--- src/rtl/rd_buffer_pkg.sv ---
// Shared definitions for the read-data buffer: AHB size codes, default
// geometry and the byte-lane helpers used when capturing HRDATA beats.
package rd_buffer_pkg;

    localparam logic [2:0] P_B8  = 3'b000;
    localparam logic [2:0] P_B16 = 3'b001;
    localparam logic [2:0] P_B32 = 3'b010;

    localparam int P_DEPTH    = 16;
    localparam int P_AW       = 4;
    localparam int P_AF_LEVEL = 12;

    // Lane pointer step after each captured (or dropped) beat.
    function automatic logic [1:0] lane_advance(input logic [1:0] lane,
                                                input logic [2:0] size);
        case (size)
            P_B8:    return lane + 2'd1;
            P_B16:   return lane + 2'd2;
            default: return lane;
        endcase
    endfunction

    // Halfword starts round up so they line up with the interface's aligned address.
    function automatic logic [1:0] lane_start(input logic [1:0] addr,
                                              input logic [2:0] size);
        case (size)
            P_B8:    return addr;
            P_B16:   return addr + {1'b0, addr[0]};
            default: return 2'd0;
        endcase
    endfunction

    function automatic logic [31:0] lane_extract(input logic [31:0] data,
                                                 input logic [1:0]  lane,
                                                 input logic [2:0]  size);
        logic [31:0] shifted;
        shifted = data >> {lane, 3'b000};
        case (size)
            P_B8:    return {24'h0, shifted[7:0]};
            P_B16:   return {16'h0, (lane[1] ? data[31:16] : data[15:0])};
            default: return data;
        endcase
    endfunction

endpackage

--- src/rtl/rd_buffer_mem.sv ---
// Storage array for the read-data buffer: synchronous write, asynchronous
// read so the head element can fall through to the output without a cycle of latency.
module rd_buffer_mem #(
    parameter int DEPTH = 16,
    parameter int AW    = 4
) (
    input  logic          clk_i,
    input  logic          we_i,
    input  logic [AW-1:0] waddr_i,
    input  logic [31:0]   wdata_i,
    input  logic [AW-1:0] raddr_i,
    output logic [31:0]   rdata_o
);

    logic [31:0] mem_q [DEPTH];

    always_ff @(posedge clk_i) begin
        if (we_i) begin
            mem_q[waddr_i] <= wdata_i;
        end
    end

    assign rdata_o = mem_q[raddr_i];

endmodule

--- src/rtl/rd_buffer.sv ---
// Read-data buffer behind the AHB master: extracts the active lanes of each
// HRDATA beat and queues them first-word-fall-through for the rotate core.
module rd_buffer
    import rd_buffer_pkg::*;
#(
    parameter int DEPTH    = P_DEPTH,
    parameter int AW       = P_AW,
    parameter int AF_LEVEL = P_AF_LEVEL
) (
    input  logic          I_RDBUF_HCLK,
    input  logic          I_RDBUF_HRESET_N,
    input  logic          I_RDBUF_RESET,
    input  logic          I_RDBUF_START,
    input  logic [1:0]    I_RDBUF_ADDR,
    input  logic [2:0]    I_RDBUF_SIZE,
    input  logic [31:0]   I_RDBUF_HRDATA,
    input  logic          I_RDBUF_BUFF_WRITE,
    input  logic          I_RDBUF_HREADY,
    input  logic          I_RDBUF_POP,
    output logic [31:0]   O_RDBUF_DATA,
    output logic          O_RDBUF_VALID,
    output logic          O_RDBUF_FULL,
    output logic          O_RDBUF_AFULL,
    output logic [AW:0]   O_RDBUF_LEVEL,
    output logic          O_RDBUF_OVERFLOW
);

    localparam logic [AW:0] LVL_FULL  = (AW+1)'(DEPTH);
    localparam logic [AW:0] LVL_AFULL = (AW+1)'(AF_LEVEL);

    logic [AW-1:0] wr_ptr_q, wr_ptr_d;
    logic [AW-1:0] rd_ptr_q, rd_ptr_d;
    logic [AW:0]   level_q,  level_d;
    logic [1:0]    lane_q,   lane_d;
    logic          ovf_q,    ovf_d;

    logic          push;
    logic          pop_eff;
    logic          wr_en;
    logic          valid;
    logic          full;
    logic [31:0]   wr_data;
    logic [31:0]   rd_data;

    assign valid   = (level_q != '0);
    assign full    = (level_q == LVL_FULL);
    assign push    = I_RDBUF_BUFF_WRITE & I_RDBUF_HREADY;
    assign pop_eff = I_RDBUF_POP & valid;
    // A pop in the same cycle frees the slot, so a full buffer can still accept.
    assign wr_en   = push & (~full | pop_eff) & ~I_RDBUF_RESET;
    assign wr_data = lane_extract(I_RDBUF_HRDATA, lane_q, I_RDBUF_SIZE);

    always_comb begin
        wr_ptr_d = wr_ptr_q;
        rd_ptr_d = rd_ptr_q;
        level_d  = level_q;
        lane_d   = lane_q;
        ovf_d    = ovf_q;
        if (I_RDBUF_RESET) begin
            wr_ptr_d = '0;
            rd_ptr_d = '0;
            level_d  = '0;
            lane_d   = '0;
            ovf_d    = 1'b0;
        end else begin
            if (wr_en) begin
                wr_ptr_d = wr_ptr_q + 1'b1;
            end
            if (pop_eff) begin
                rd_ptr_d = rd_ptr_q + 1'b1;
            end
            if (wr_en && !pop_eff) begin
                level_d = level_q + 1'b1;
            end else if (!wr_en && pop_eff) begin
                level_d = level_q - 1'b1;
            end
            if (push && !wr_en) begin
                ovf_d = 1'b1;
            end
            // START wins over the advance; a coincident beat already used the old lane.
            if (I_RDBUF_START) begin
                lane_d = lane_start(I_RDBUF_ADDR, I_RDBUF_SIZE);
            end else if (push) begin
                lane_d = lane_advance(lane_q, I_RDBUF_SIZE);
            end
        end
    end

    always_ff @(posedge I_RDBUF_HCLK or negedge I_RDBUF_HRESET_N) begin
        if (!I_RDBUF_HRESET_N) begin
            wr_ptr_q <= '0;
            rd_ptr_q <= '0;
            level_q  <= '0;
            lane_q   <= '0;
            ovf_q    <= 1'b0;
        end else begin
            wr_ptr_q <= wr_ptr_d;
            rd_ptr_q <= rd_ptr_d;
            level_q  <= level_d;
            lane_q   <= lane_d;
            ovf_q    <= ovf_d;
        end
    end

    rd_buffer_mem #(
        .DEPTH (DEPTH),
        .AW    (AW)
    ) u_mem (
        .clk_i   (I_RDBUF_HCLK),
        .we_i    (wr_en),
        .waddr_i (wr_ptr_q),
        .wdata_i (wr_data),
        .raddr_i (rd_ptr_q),
        .rdata_o (rd_data)
    );

    assign O_RDBUF_DATA     = valid ? rd_data : 32'h0;
    assign O_RDBUF_VALID    = valid;
    assign O_RDBUF_FULL     = full;
    assign O_RDBUF_AFULL    = (level_q >= LVL_AFULL);
    assign O_RDBUF_LEVEL    = level_q;
    assign O_RDBUF_OVERFLOW = ovf_q;

endmodule

--- config.mk ---
export PLATFORM = sky130hd
export DESIGN_NAME = rd_buffer
export DESIGN_NICKNAME = d
export VERILOG_FILES = /design/src/rtl/rd_buffer_pkg.sv /design/src/rtl/rd_buffer_mem.sv /design/src/rtl/rd_buffer.sv
export SDC_FILE = /design/constraint.sdc
export NUM_CORES = 1
export LEC_CHECK = 0
export BUFFER_PORTS_ARGS = -buffer_cell sky130_fd_sc_hd__buf_2
export CORE_UTILIZATION = 33
export CTS_CLUSTER_DIAMETER = 80
export DETAILED_ROUTE_END_ITERATION = 10
export GPL_TIMING_DRIVEN = 0
export PLACE_DENSITY = 0.59
export SLEW_MARGIN = 20
export SYNTH_ARGS = -nofsm -noshare
export SYNTH_HDL_FRONTEND = slang
export SYNTH_SLANG_ARGS = --single-unit
--- constraint.sdc ---
create_clock -name I_RDBUF_HCLK -period 8 [get_ports I_RDBUF_HCLK]
set_input_delay 0.8 -clock I_RDBUF_HCLK [delete_from_list [all_inputs] [get_ports I_RDBUF_HCLK]]
set_output_delay 0.8 -clock I_RDBUF_HCLK [all_outputs]
set_load 0.02 [all_outputs]
==> results of run 1 <==
-- per-stage QoR --
step / utilization (%) / cell area, um^2 / std cells / hold slack [ps] / total power (W)
global route: 39.5 / 24900 / 2058 / 147 / 0.00711
CTS: 39.5 / 24900 / 2058 / 111 / 0.00694
detailed placement: 37.0 / 23300 / 1963 / 491 / 0.00462
finish: 39.5 / 24900 / 2058 / 124 / 0.00686
global placement: 35.7 / 22500 / 1933 / 492 / 0.00460
floorplan: - / 21000 / 1003 / 504 / 0.00413
-- worst max-delay path, cell delays in order, from the launching register on --
cell      delay (ps)
dfrtp_1          360
clkbuf_1         720
buf_2            560
buf_2            470
mux2i_1          370
nor2_1            70
a221o_1          330
buf_2            180
-- routing by layer --
layer | global-route usage (%) | part of all wire [%] | routed length (um)
met2 | 25.5 | 46 | 24400
met1 | 23.5 | 43 | 22800
met3 | 4.03 | 8.8 | 4630
met5 | 0 | 0 | 0
met4 | 4.75 | 2.0 | 1060
-- layout make-up --
class / instances / area, um^2 / share of cell area [%]
flip-flops and latches: 528 / 15800 / 63.4
multi-input cells: 414 / 5050 / 20.3
clock buffers: 71 / 1400 / 5.64
repair buffers: 114 / 1100 / 4.42
well taps: 846 / 1060 / 4.25
plain buffers: 55 / 295 / 1.19
clock inverters: 24 / 189 / 0.759
inverters: 6 / 22.5 / 0.0905
-- worst max path at each step --
stage / start / to / slack, ps / depth (start not counted)
final: rd_ptr_q[0] / O_RDBUF_DATA[15] / 3520 / 7
after global routing: rd_ptr_q[0] / O_RDBUF_DATA[15] / 3450 / 7
after CTS: rd_ptr_q[0] / O_RDBUF_DATA[15] / 3530 / 7
after detailed placement: rd_ptr_q[0] / O_RDBUF_DATA[15] / 4170 / 7
after global placement: I_RDBUF_POP / u_mem.mem_q[4][18] / 2440 / 5
after floorplan: I_RDBUF_BUFF_WRITE / u_mem.mem_q[12][0] / 4730 / 4
-- registers in the layout, indices dropped and copies added (netlist names) --
register	flops
rd_ptr_q	4
u_mem.mem_q	512
wr_ptr_q	4
O_RDBUF_OVERFLOW	1
lane_q	2
O_RDBUF_LEVEL	5
-- power by group --
part | total [W] | internal [W] | switching, W
Sequential | 0.00310 | 0.00308 | 0.0000269
Combinational | 0.00143 | 0.000581 | 0.000849
Clock | 0.00233 | 0.00132 | 0.00101
Total | 0.00686 | 0.00498 | 0.00188
-- cells in the mapped netlist (2+ instances only) --
cell / count
a211oi_1: 2
buf_6: 7
mux2_1: 4
dfrtp_1: 16
o211ai_1: 3
inv_1: 5
clkbuf_1: 18
xor2_1: 3
and2_1: 17
o22ai_1: 2
nand2_1: 20
nand2b_1: 3
a221oi_1: 2
mux2i_1: 37
o21ai_2: 2
ha_1: 9
a21oi_1: 18
buf_1: 5
mux4_2: 128
a221o_1: 32
nand3_1: 5
a22o_1: 15
nor2_1: 75
buf_4: 2
or3_1: 2
or4_1: 2
edfxtp_1: 512
buf_2: 23
o2bb2ai_1: 7
xnor2_1: 5
a31oi_1: 2
a21o_1: 2
nor2b_1: 3
-- kinds of logic after synthesis --
family / after synthesis / synth area share, %
and+or+nand+nor: 133 / 2.86
DFF: 528 / 75.1
AOI/OAI and AO/OA: 93 / 3.75
buffers and inverters: 61 / 1.51
xor gates and xnor gates: 8 / 0.334
adders and majority gates: 10 / 0.632
muxes: 170 / 15.8
==> results.md, run 1 <==
- Status: finished clean
- Largest net degree at the start of global routing: 20
- Synthesized netlist cell count: 1003
- Port Buffers: 84
- Die X: ~250 um
- Starting Density: roughly a third
- Commonest non-fill, non-tap cells in the layout: edfxtp_1 (512), mux4_2 (128), buf_2 (107)
- CTS buffer count: between 50 and 60
- Gr ovfl total: 0
- DIE AREA: ~0.065 mm^2
- H-Tree Level Count: 2
- Prevailing post-synth register cell: edfxtp_1
- Async SR Flop Fraction: 3.03%
- Core area: between 0.06 and 0.07 mm^2
- Clock Path Buffers: 3
- Drt pass-1 iters: 5
- CTS tree: yes
- Vias in the first global route: approximately 11000
- DP Worst Slack: ~4200 ps
- YS warnings: 0
- Crit start category: register
- FILL cells: 5608
- Detailed Route Iter0 Violations: between 1000 and 1500
- DR WL/cell: approximately 26 um
- R2R Path End: O_RDBUF_LEVEL[4]
- Slew headroom: just under 30%
- Final worst setup slack: 3520 ps
- Setup CP Type: reg -> out
- Post-DRT Antenna Nets: 0
- FF+latch count, synth: 528
- Antenna cells: 0
- Synth Net Count: between 1000 and 1500
- Worst min-delay path class: in -> async
- GR Util All Layers: between 10% and 20%
- Endpoints failing setup: 0
- Die Y: between 200 and 300 um
- Hpwl dp: about 35000 um
- Boundary Pins: 85
- Total negative slack: 0 ps
- Root buffer cell: clkbuf_16
- Via count: approximately 11000
- Commonest non-fill, non-tap cell in the layout: edfxtp_1
- Synth area leader: edfxtp_1
- Worst-Margin Slew: approximately 1100 ps
- LEAKAGE: 7.88 nW
- VDD IR max: ~0.00016 V
- Clk slew on worst S/H paths: ~60 ps
- Synthesized area: 0.0210 mm^2
- WL final: approximately 53000 um
- Post-synthesis sequential area ratio: roughly 75%
- Post-CTS Hold Buffers: 0
- DRC: 0
- Top-area cell type share of the netlist area: between 70% and 80%
- Fin. Hold Viols: 0
- Post-synth EDFFs: 512
- Layout Skew: 18.8 ps
- RSZ-0062 raised after global routing: no
- Largest cells by area after synthesis: edfxtp_1 (73%), mux4_2 (14%), dfrtp_1 (1.9%)
- Worst-Skew Late Latency: about 600 ps
- Worst reg-to-reg path cell count: 9
- CTS Sinks: roughly 530
- Global placer's final weighted congestion: roughly 0.84
- Pwr dens: between 200 and 300 mW/mm^2
- Synth cell types: 48
- CP Data Arrival Time: 3680 ps
- Number of gates resized after CTS: 0
- Initial antenna violation count: 0
- Worst reg2reg setup slack: between 4000 and 5000 ps
- Critical Path RT: approximately 7200 ps
- Post-layout min period: ~4500 ps
- Setup Fix Bufs, Post-CTS: 0
- Via/cell ratio: about 5.2
- Endpoint class of the critical path: output port
- Row cnt: around 90
- Avg Synthesized Cell Area: 20.9 um^2
- Share of layout cells above drive strength 1: between 30% and 40%
- # nets final: roughly 1200
- Max cap viols: 0
- Crit-path max FO: 10
- Final period util: ~56%
- First-pass GRT wire length: between 70000 and 80000 um
- RR Startpoint: O_RDBUF_LEVEL[1]
- Max-slew violations: 0
- F_max: ~220 MHz
- Synth-to-Final Area Change: 18.6%
(Power assumes the default switching activity.)
==> run 2: changes to the inputs <==
--- a/config.mk
+++ b/config.mk
@@ -5,6 +5,7 @@
 export SDC_FILE = /design/constraint.sdc
 export NUM_CORES = 1
 export LEC_CHECK = 0
+export ABC_AREA = 1
 export BUFFER_PORTS_ARGS = -buffer_cell sky130_fd_sc_hd__buf_2
 export CORE_UTILIZATION = 33
 export CTS_CLUSTER_DIAMETER = 80
==> constraint.sdc (replaced) <==
create_clock -name I_RDBUF_HCLK -period 4.5 [get_ports I_RDBUF_HCLK]
set_input_delay 0.45 -clock I_RDBUF_HCLK [delete_from_list [all_inputs] [get_ports I_RDBUF_HCLK]]
set_output_delay 0.45 -clock I_RDBUF_HCLK [all_outputs]
set_load 0.02 [all_outputs]
==> run 2 against run 1 <==
The flow now finishes with violations (design-rule violations). Synthesized area increased by 5.2%. Utilization down 0.14 points. Critical path depth did not move. Worst setup slack worse by 2500 ps. Clock power is 88% higher. Hold slack hardly changed. Routed wire length grew 31%. Combinational power up 150%. First-iteration DRC count rose by 58%. Clock skew grew 7.4 ps.
==> results.md, run 2 <==
- Status: complete, but fails checks
- Failing checks: design-rule violations
- Via/cell ratio: between 5 and 6
- Logic pwr share: roughly a quarter
- DR WL/cell: approximately 23 um
- LEAKAGE: between 9 and 10 nW
- Max-slew violations: 0
- CTS buffer count: 56
- Sequential group share of total power: between 40 and 50%
- Top Family by Delay on Critical Path: buffers and inverters
- Global placer's final weighted congestion: 0.853
- CTS tree: yes
- Async SR Flop Fraction: under 10%
- Slowest Stage Delay on Critical Path: slightly above 700 ps
- Starting Density: 33.5%
- Met3 WL post-DR: between 6000 and 7000 um
- Worst reg-to-reg path cell count: 13
- Boundary Pins: 85
- Worst-Margin Slew: 1180 ps
- Clk slew on worst S/H paths: roughly 60 ps
- Worst-Skew Late Latency: 620 ps
- Hpwl dp: 45900 um
- Gr ovfl total: 0
- Setup CP Type: reg -> out
- Commonest cells in the netlist: nand2_1 (570), edfxtp_1 (512), nand3_1 (410), a21oi_1 (71), buf_2 (60)
- Synth cell types: 33
- Avg Synthesized Cell Area: approximately 12 um^2
- WL final: a little under 70000 um
- Worst min-delay path class: in -> reg
- Share of layout cells above drive strength 1: approximately 15%
- Root buffer cell: clkbuf_16
- DR top layer: met4
- Post-synthesis sequential area ratio: a little under three quarters
- Critical Path RT: 4050 ps
- Hold Crit Depth: 2
- Endpoints failing setup: 0
- CTS Sinks: 528
- Register with the most flip-flops: u_mem.mem_q
- Synth-to-Final Area Change: 17.7%
- Met2 wire length: approximately 32000 um
- Post-synth EDFFs: roughly 510
- F_max: a little under 300 MHz
- Final period util: between 70 and 80%
- # nets final: 2098
- Vias in the first global route: 14800
- Post-CTS Hold Buffers: 1
- Cells along the critical path: inv_1 -> buf_2 -> clkbuf_1 -> nand3_1 -> a21oi_1 -> o21a_1 -> buf_2
- Largest cells by area after synthesis: edfxtp_1 (70%), nand2_1 (9.7%), nand3_1 (9.3%)
- Row cnt: 94
- Clock power frac: between 30% and 40%
- VDD IR max: ~0.00035 V
- Most frequent CP cell: buf_2
- Top-area cell type share of the netlist area: a little over two thirds
- Power Total: between 0.01 and 0.015 W
- End-of-flow core utilization: between 30% and 40%
- Fin. Hold Viols: 0
- Max cap viols: 0
- Number of gates resized after CTS: 0
- YS warnings: 0
- Post-layout min period: around 3400 ps
- Top-count cell post-synth: nand2_1
- DRC: 2
- Slew headroom: a little over a fifth
- Cell Int Power: about 0.009 W
- Clock Path Buffers: 3
- Crit-path max FO: 10
- Initial antenna violation count: 0
- Detailed Route Iter0 Violations: 1835
- M1 wire length: about 29000 um
- Commonest non-fill, non-tap cells in the layout: nand2_1 (570), edfxtp_1 (512), nand3_1 (410)
- Crit path depth: 7
- Port Buffers: 84
- Layout Skew: roughly 26 ps
- Commonest non-fill, non-tap cell in the layout: nand2_1
- FILL cells: a little over 6000
- Switching part of the total: 33.0%
- Drt pass-1 iters: 8
- Largest net degree at the start of global routing: 21
- Setup Fix Bufs, Post-CTS: 0
- Crit start category: register
- RSZ-0062 raised after global routing: no
- Storage element area: 0.0158 mm^2
- Pwr dens: a little over 500 mW/mm^2
- DIE AREA: a little under 0.07 mm^2
- Die Y: 261 um
- Multi-input gate area: between 0.005 and 0.006 mm^2
- Prevailing post-synth register cell: edfxtp_1
- Post-DRT Antenna Nets: 0
- H-Tree Level Count: 2
- CP Data Arrival Time: 2990 ps
- Via count: roughly 16000
- Synth Net Count: 1933
- GR Util All Layers: about 20%
- Worst Path Buf+Inv: 4
- Die X: ~260 um
- Reported net switching power: roughly 0.0044 W
- Synth area leader: edfxtp_1
- Core area: 0.0660 mm^2
- Critical path's slowest cell: clkbuf_1
- Endpoint class of the critical path: output port
- Largest register FFs: 512
- FF+latch count, synth: around 530
- Antenna cells: 0
- First-pass GRT wire length: 99500 um
- Synthesized netlist cell count: roughly 1900
- Synthesized area: roughly 0.022 mm^2
## run 2: cell types whose count changed after synthesis, moves of 15 or more
cell / delta
buf_2: +37
nand3_1: +405
inv_1: +31
mux2i_1: -29
nand2_1: +550
a221o_1: -32
and2_1: -17
o21a_1: +32
a21oi_1: +53
mux4_2: -128
o21ai_0: +25
nor2_1: -35
a22o_1: -15
## run 2: power groups by stage
stage | logic, W | registers, W | clock network, W
2_1_floorplan | 0.00213 | 0.00566 | 0
3_3_place_gp | 0.00342 | 0.00566 | 0
3_5_place_dp | 0.00351 | 0.00566 | 0
4_1_cts | 0.00352 | 0.00555 | 0.00441
5_1_grt | 0.00379 | 0.00556 | 0.00458
6_report | 0.00351 | 0.00556 | 0.00437
## run 2: path summary, 6_finish.rpt
kind | startpoint | to | slack [ps]
max | rd_ptr_q[2] | O_RDBUF_DATA[15] | 1060
min reg2reg | O_RDBUF_OVERFLOW | O_RDBUF_OVERFLOW | 550
max reg2reg | O_RDBUF_LEVEL[1] | O_RDBUF_LEVEL[4] | 1630
min | I_RDBUF_RESET | rd_ptr_q[1] | 120
max in group asynchronous | I_RDBUF_HRESET_N | wr_ptr_q[2] | 3910
min in group asynchronous | I_RDBUF_HRESET_N | lane_q[1] | 290
## run 2: layer usage
metal  GRT usage (%)  vias up
met4            6.11        0
met2            32.8      789
met5               0        -
li1                -     7001
met1            27.6     7666
met3            3.67      125
## run 2: worst reg2reg max path, stage by stage, from the launching register on
cell,delay (ps)
dfrtp_1,470
nor2_2,200
nand3_2,360
nand2_2,290
nand4_1,340
ha_1,450
a21oi_1,200
nand3_1,90
nand2_1,100
inv_1,40
nand2_1,50
nand2_1,50
nand3_1,60
nand2_1,50
## run 2: cell families (layout without fill, tap and decap cells)
group,count (synthesis),count (layout),synth area share [%]
adders and majority gates,10,10,0.601
muxes,8,8,0.363
DFF,528,528,71.4
AOI/OAI and AO/OA,142,142,3.76
buffers and inverters,157,365,3.77
xor gates and xnor gates,2,2,0.0793
and+or+nand+nor,1032,1032,20.0
## run 2: final cells by class
cell class,count,share of cell area (%)
Timing Repair Buffer,107,3.47
Multi-Input combinational cell,1194,21.9
Clock inverter,32,0.890
Tap cell,864,4.16
Sequential cell,528,60.7
Buffer,116,2.60
Clock buffer,69,5.66
Inverter,41,0.602
## run 2: through the flow
step	instances	area, um^2	setup WS (ps)	TNS [ps]	hold slack [ps]
5_1_grt	2951	26000	893	0	118
2_1_floorplan	1879	22100	1650	0	154
3_5_place_dp	2849	24300	1460	0	410
3_3_place_gp	2827	23600	-421	-90510	408
6_report	2951	26000	1060	0	123
4_1_cts	2951	26000	1060	0	99.6
==> run 3: changes to the inputs <==
--- a/config.mk
+++ b/config.mk
@@ -11,7 +11,7 @@
 export CTS_CLUSTER_DIAMETER = 80
 export DETAILED_ROUTE_END_ITERATION = 10
 export GPL_TIMING_DRIVEN = 0
-export PLACE_DENSITY = 0.59
+export PLACE_DENSITY = 0.61
 export SLEW_MARGIN = 20
 export SYNTH_ARGS = -nofsm -noshare
 export SYNTH_HDL_FRONTEND = slang
==> constraint.sdc (replaced) <==
create_clock -name I_RDBUF_HCLK -period 2.9 [get_ports I_RDBUF_HCLK]
set_input_delay 0.29 -clock I_RDBUF_HCLK [delete_from_list [all_inputs] [get_ports I_RDBUF_HCLK]]
set_output_delay 0.29 -clock I_RDBUF_HCLK [all_outputs]
set_load 0.02 [all_outputs]
==> run 3 against run 2 <==
The run now ends clean. Via count grew 0.13%. Utilization is 0.36 points higher. Routed wire length shrank 0.79%. Combinational power up 57%. Sequential share of layout area is 0.55 points lower. Critical path depth grew 2. Cell area rose by 0.92%. Total power grew 56%. Hold slack worse by 43 ps. Non-clock buffer count increased by 4. First-iteration DRC count grew 5.1%. Critical endpoint is now O_RDBUF_DATA[19]. Largest cell class unchanged.
==> results.md, run 3 (synthesized netlist as in run 2, its figures left out) <==
- Status: finished clean
- H-Tree Level Count: 2
- Setup CP Type: reg -> out
- Slew headroom: around 25%
- Crit start category: register
- Via/cell ratio: between 5 and 6
- Worst-Margin Slew: roughly 1100 ps
- Gr ovfl total: 0
- Commonest non-fill, non-tap cell in the layout: nand2_1
- LEAKAGE: 9.52 nW
- Placed cell count: between 2000 and 3000
- Hold slack: about 81 ps
- Largest net degree at the start of global routing: 22
- Port Buffers: 84
- Commonest non-fill, non-tap cells in the layout: nand2_1 (570), edfxtp_1 (512), nand3_1 (409)
- Clk slew on worst S/H paths: around 60 ps
- Switching part of the total: between 30% and 40%
- Sequential group share of total power: roughly 41%
- Final period util: 99.0%
- Drt pass-1 iters: 7
- Endpoints failing setup: 0
- Finished Layout Cells: a little under 3000
- Endpoint class of the critical path: output port
- Post-layout min period: roughly 2900 ps
- Clock Path Buffers: 3
- Critical Path RT: ~2600 ps
- GR Util All Layers: about a fifth
- Worst reg-to-reg path cell count: 14
- Antenna cells: 0
- Post-DRT Antenna Nets: 0
- Worst min-delay path class: in -> reg
- Detailed Route Iter0 Violations: approximately 1900
- Crit-path max FO: 10
- Row cnt: 94
- Share of layout cells above drive strength 1: between 15 and 20%
- Die Y: about 260 um
- Initial antenna violation count: 1
- Pwr dens: approximately 800 mW/mm^2
- Largest register FFs: ~510
- DRC: 0
- Global placer's final weighted congestion: 0.922
- Boundary Pins: 85
- Worst-Skew Late Latency: around 610 ps
- Synth-to-Final Area Change: 18.8%
- Root buffer cell: clkbuf_16
- DR WL/cell: 23.2 um
- DIE AREA: 0.0680 mm^2
- Fin. Hold Viols: 0
- Hold Crit Depth: 3
- CTS tree: yes
- Hpwl dp: between 40000 and 50000 um
- Core area: roughly 0.066 mm^2
- Logic pwr share: 26.4%
- Reported net switching power: a little under 0.007 W
- Starting Density: between 30 and 40%
- # nets final: 2101
- Register with the most flip-flops: u_mem.mem_q
- CP Data Arrival Time: about 2600 ps
- Die X: roughly 260 um
- Setup Fix Bufs, Post-CTS: 0
- Max cap viols: 0
- Via count: 15600
- Layout Skew: 16.3 ps
- Max-slew violations: 0
- Clock power frac: 32.5%
- Vias in the first global route: 14800
- WL final: ~69000 um
- Cell Int Power: around 0.014 W
- CTS Sinks: 528
- VDD IR max: approximately 0.00043 V
- F_max: between 300 and 400 MHz
- RSZ-0062 raised after global routing: yes
- CTS buffer count: 55
- First-pass GRT wire length: between 90000 and 100000 um
==> run 3: cell types whose count changed in the layout (fill, tap and decap cells not counted), moves of 5 or more <==
cell	delta
buf_4	+7
a21oi_1	-5
clkbuf_1	-17
a21oi_2	+5
clkinv_2	+8
buf_2	-22
clkbuf_2	+10
clkbuf_4	+20
==> run 3: repair_timing <==
action	CTS	global route
pin swaps	0	1
gates resized for setup	17	46
setup endpoints to repair	32	33
hold endpoints to repair	18	0
hold buffers	2	0
==> run 3: power by group through the flow <==
stage               logic, W  clock network [W]  registers (W)
global route         0.00596            0.00714        0.00863
floorplan            0.00330                  0        0.00878
detailed placement   0.00541                  0        0.00878
global placement     0.00528                  0        0.00879
CTS                  0.00545            0.00686        0.00862
finish               0.00552            0.00680        0.00862
==> run 3: worst paths after layout <==
kind                                       start               end  slack [ps]
worst max-delay path                 rd_ptr_q[0]  O_RDBUF_DATA[19]          30
worst min-delay path                 I_RDBUF_POP       rd_ptr_q[1]          80
worst max register to register  O_RDBUF_LEVEL[0]  O_RDBUF_LEVEL[4]         250
worst min register to register  O_RDBUF_OVERFLOW  O_RDBUF_OVERFLOW         540
max in group asynchronous       I_RDBUF_HRESET_N  O_RDBUF_LEVEL[2]        2430
min in group asynchronous       I_RDBUF_HRESET_N  O_RDBUF_OVERFLOW         170
==> run 3: final cells by class <==
cell class	count	area, um^2
Buffer	116	773
Clock buffer	66	1470
Clock inverter	37	258
Tap cell	864	1080
Timing Repair Buffer	111	981
Inverter	41	156
Sequential cell	528	15800
Multi-Input combinational cell	1194	5740
Fill cell	6105	39700
==> run 3: per-layer routing <==
metal	up-vias	global-route usage [%]	routed length, um	share of wire [%]
met5	-	0	0	0
met4	0	5.73	1760	2.6
met3	118	3.53	6070	8.9
met2	830	32.6	32400	47
met1	7634	27.6	28300	41
li1	7020	-	-	-
==> run 3: worst max-delay path, cell delays in order (launching register included) <==
cell and delay (ps):
dfrtp_1 430, buf_6 160, buf_6 160, buf_2 290, nand2_1 80, nand3_1 90, nand3_1 80, a21oi_1 340
o21a_1 180, buf_2 160
==> run 3: through the flow <==
stage	util (%)	TNS, ps	cell area, um^2	power (W)	worst slack (ps)
6_report	39.8	0	26200	0.0209	27.7
5_1_grt	39.8	-18.2	26200	0.0217	-7.79
2_1_floorplan	-	0	22100	0.0121	54.4
3_3_place_gp	35.7	-850100	23600	0.0141	-1860
3_5_place_dp	36.9	0	24300	0.0142	95.9
4_1_cts	39.6	0	26100	0.0209	1.74
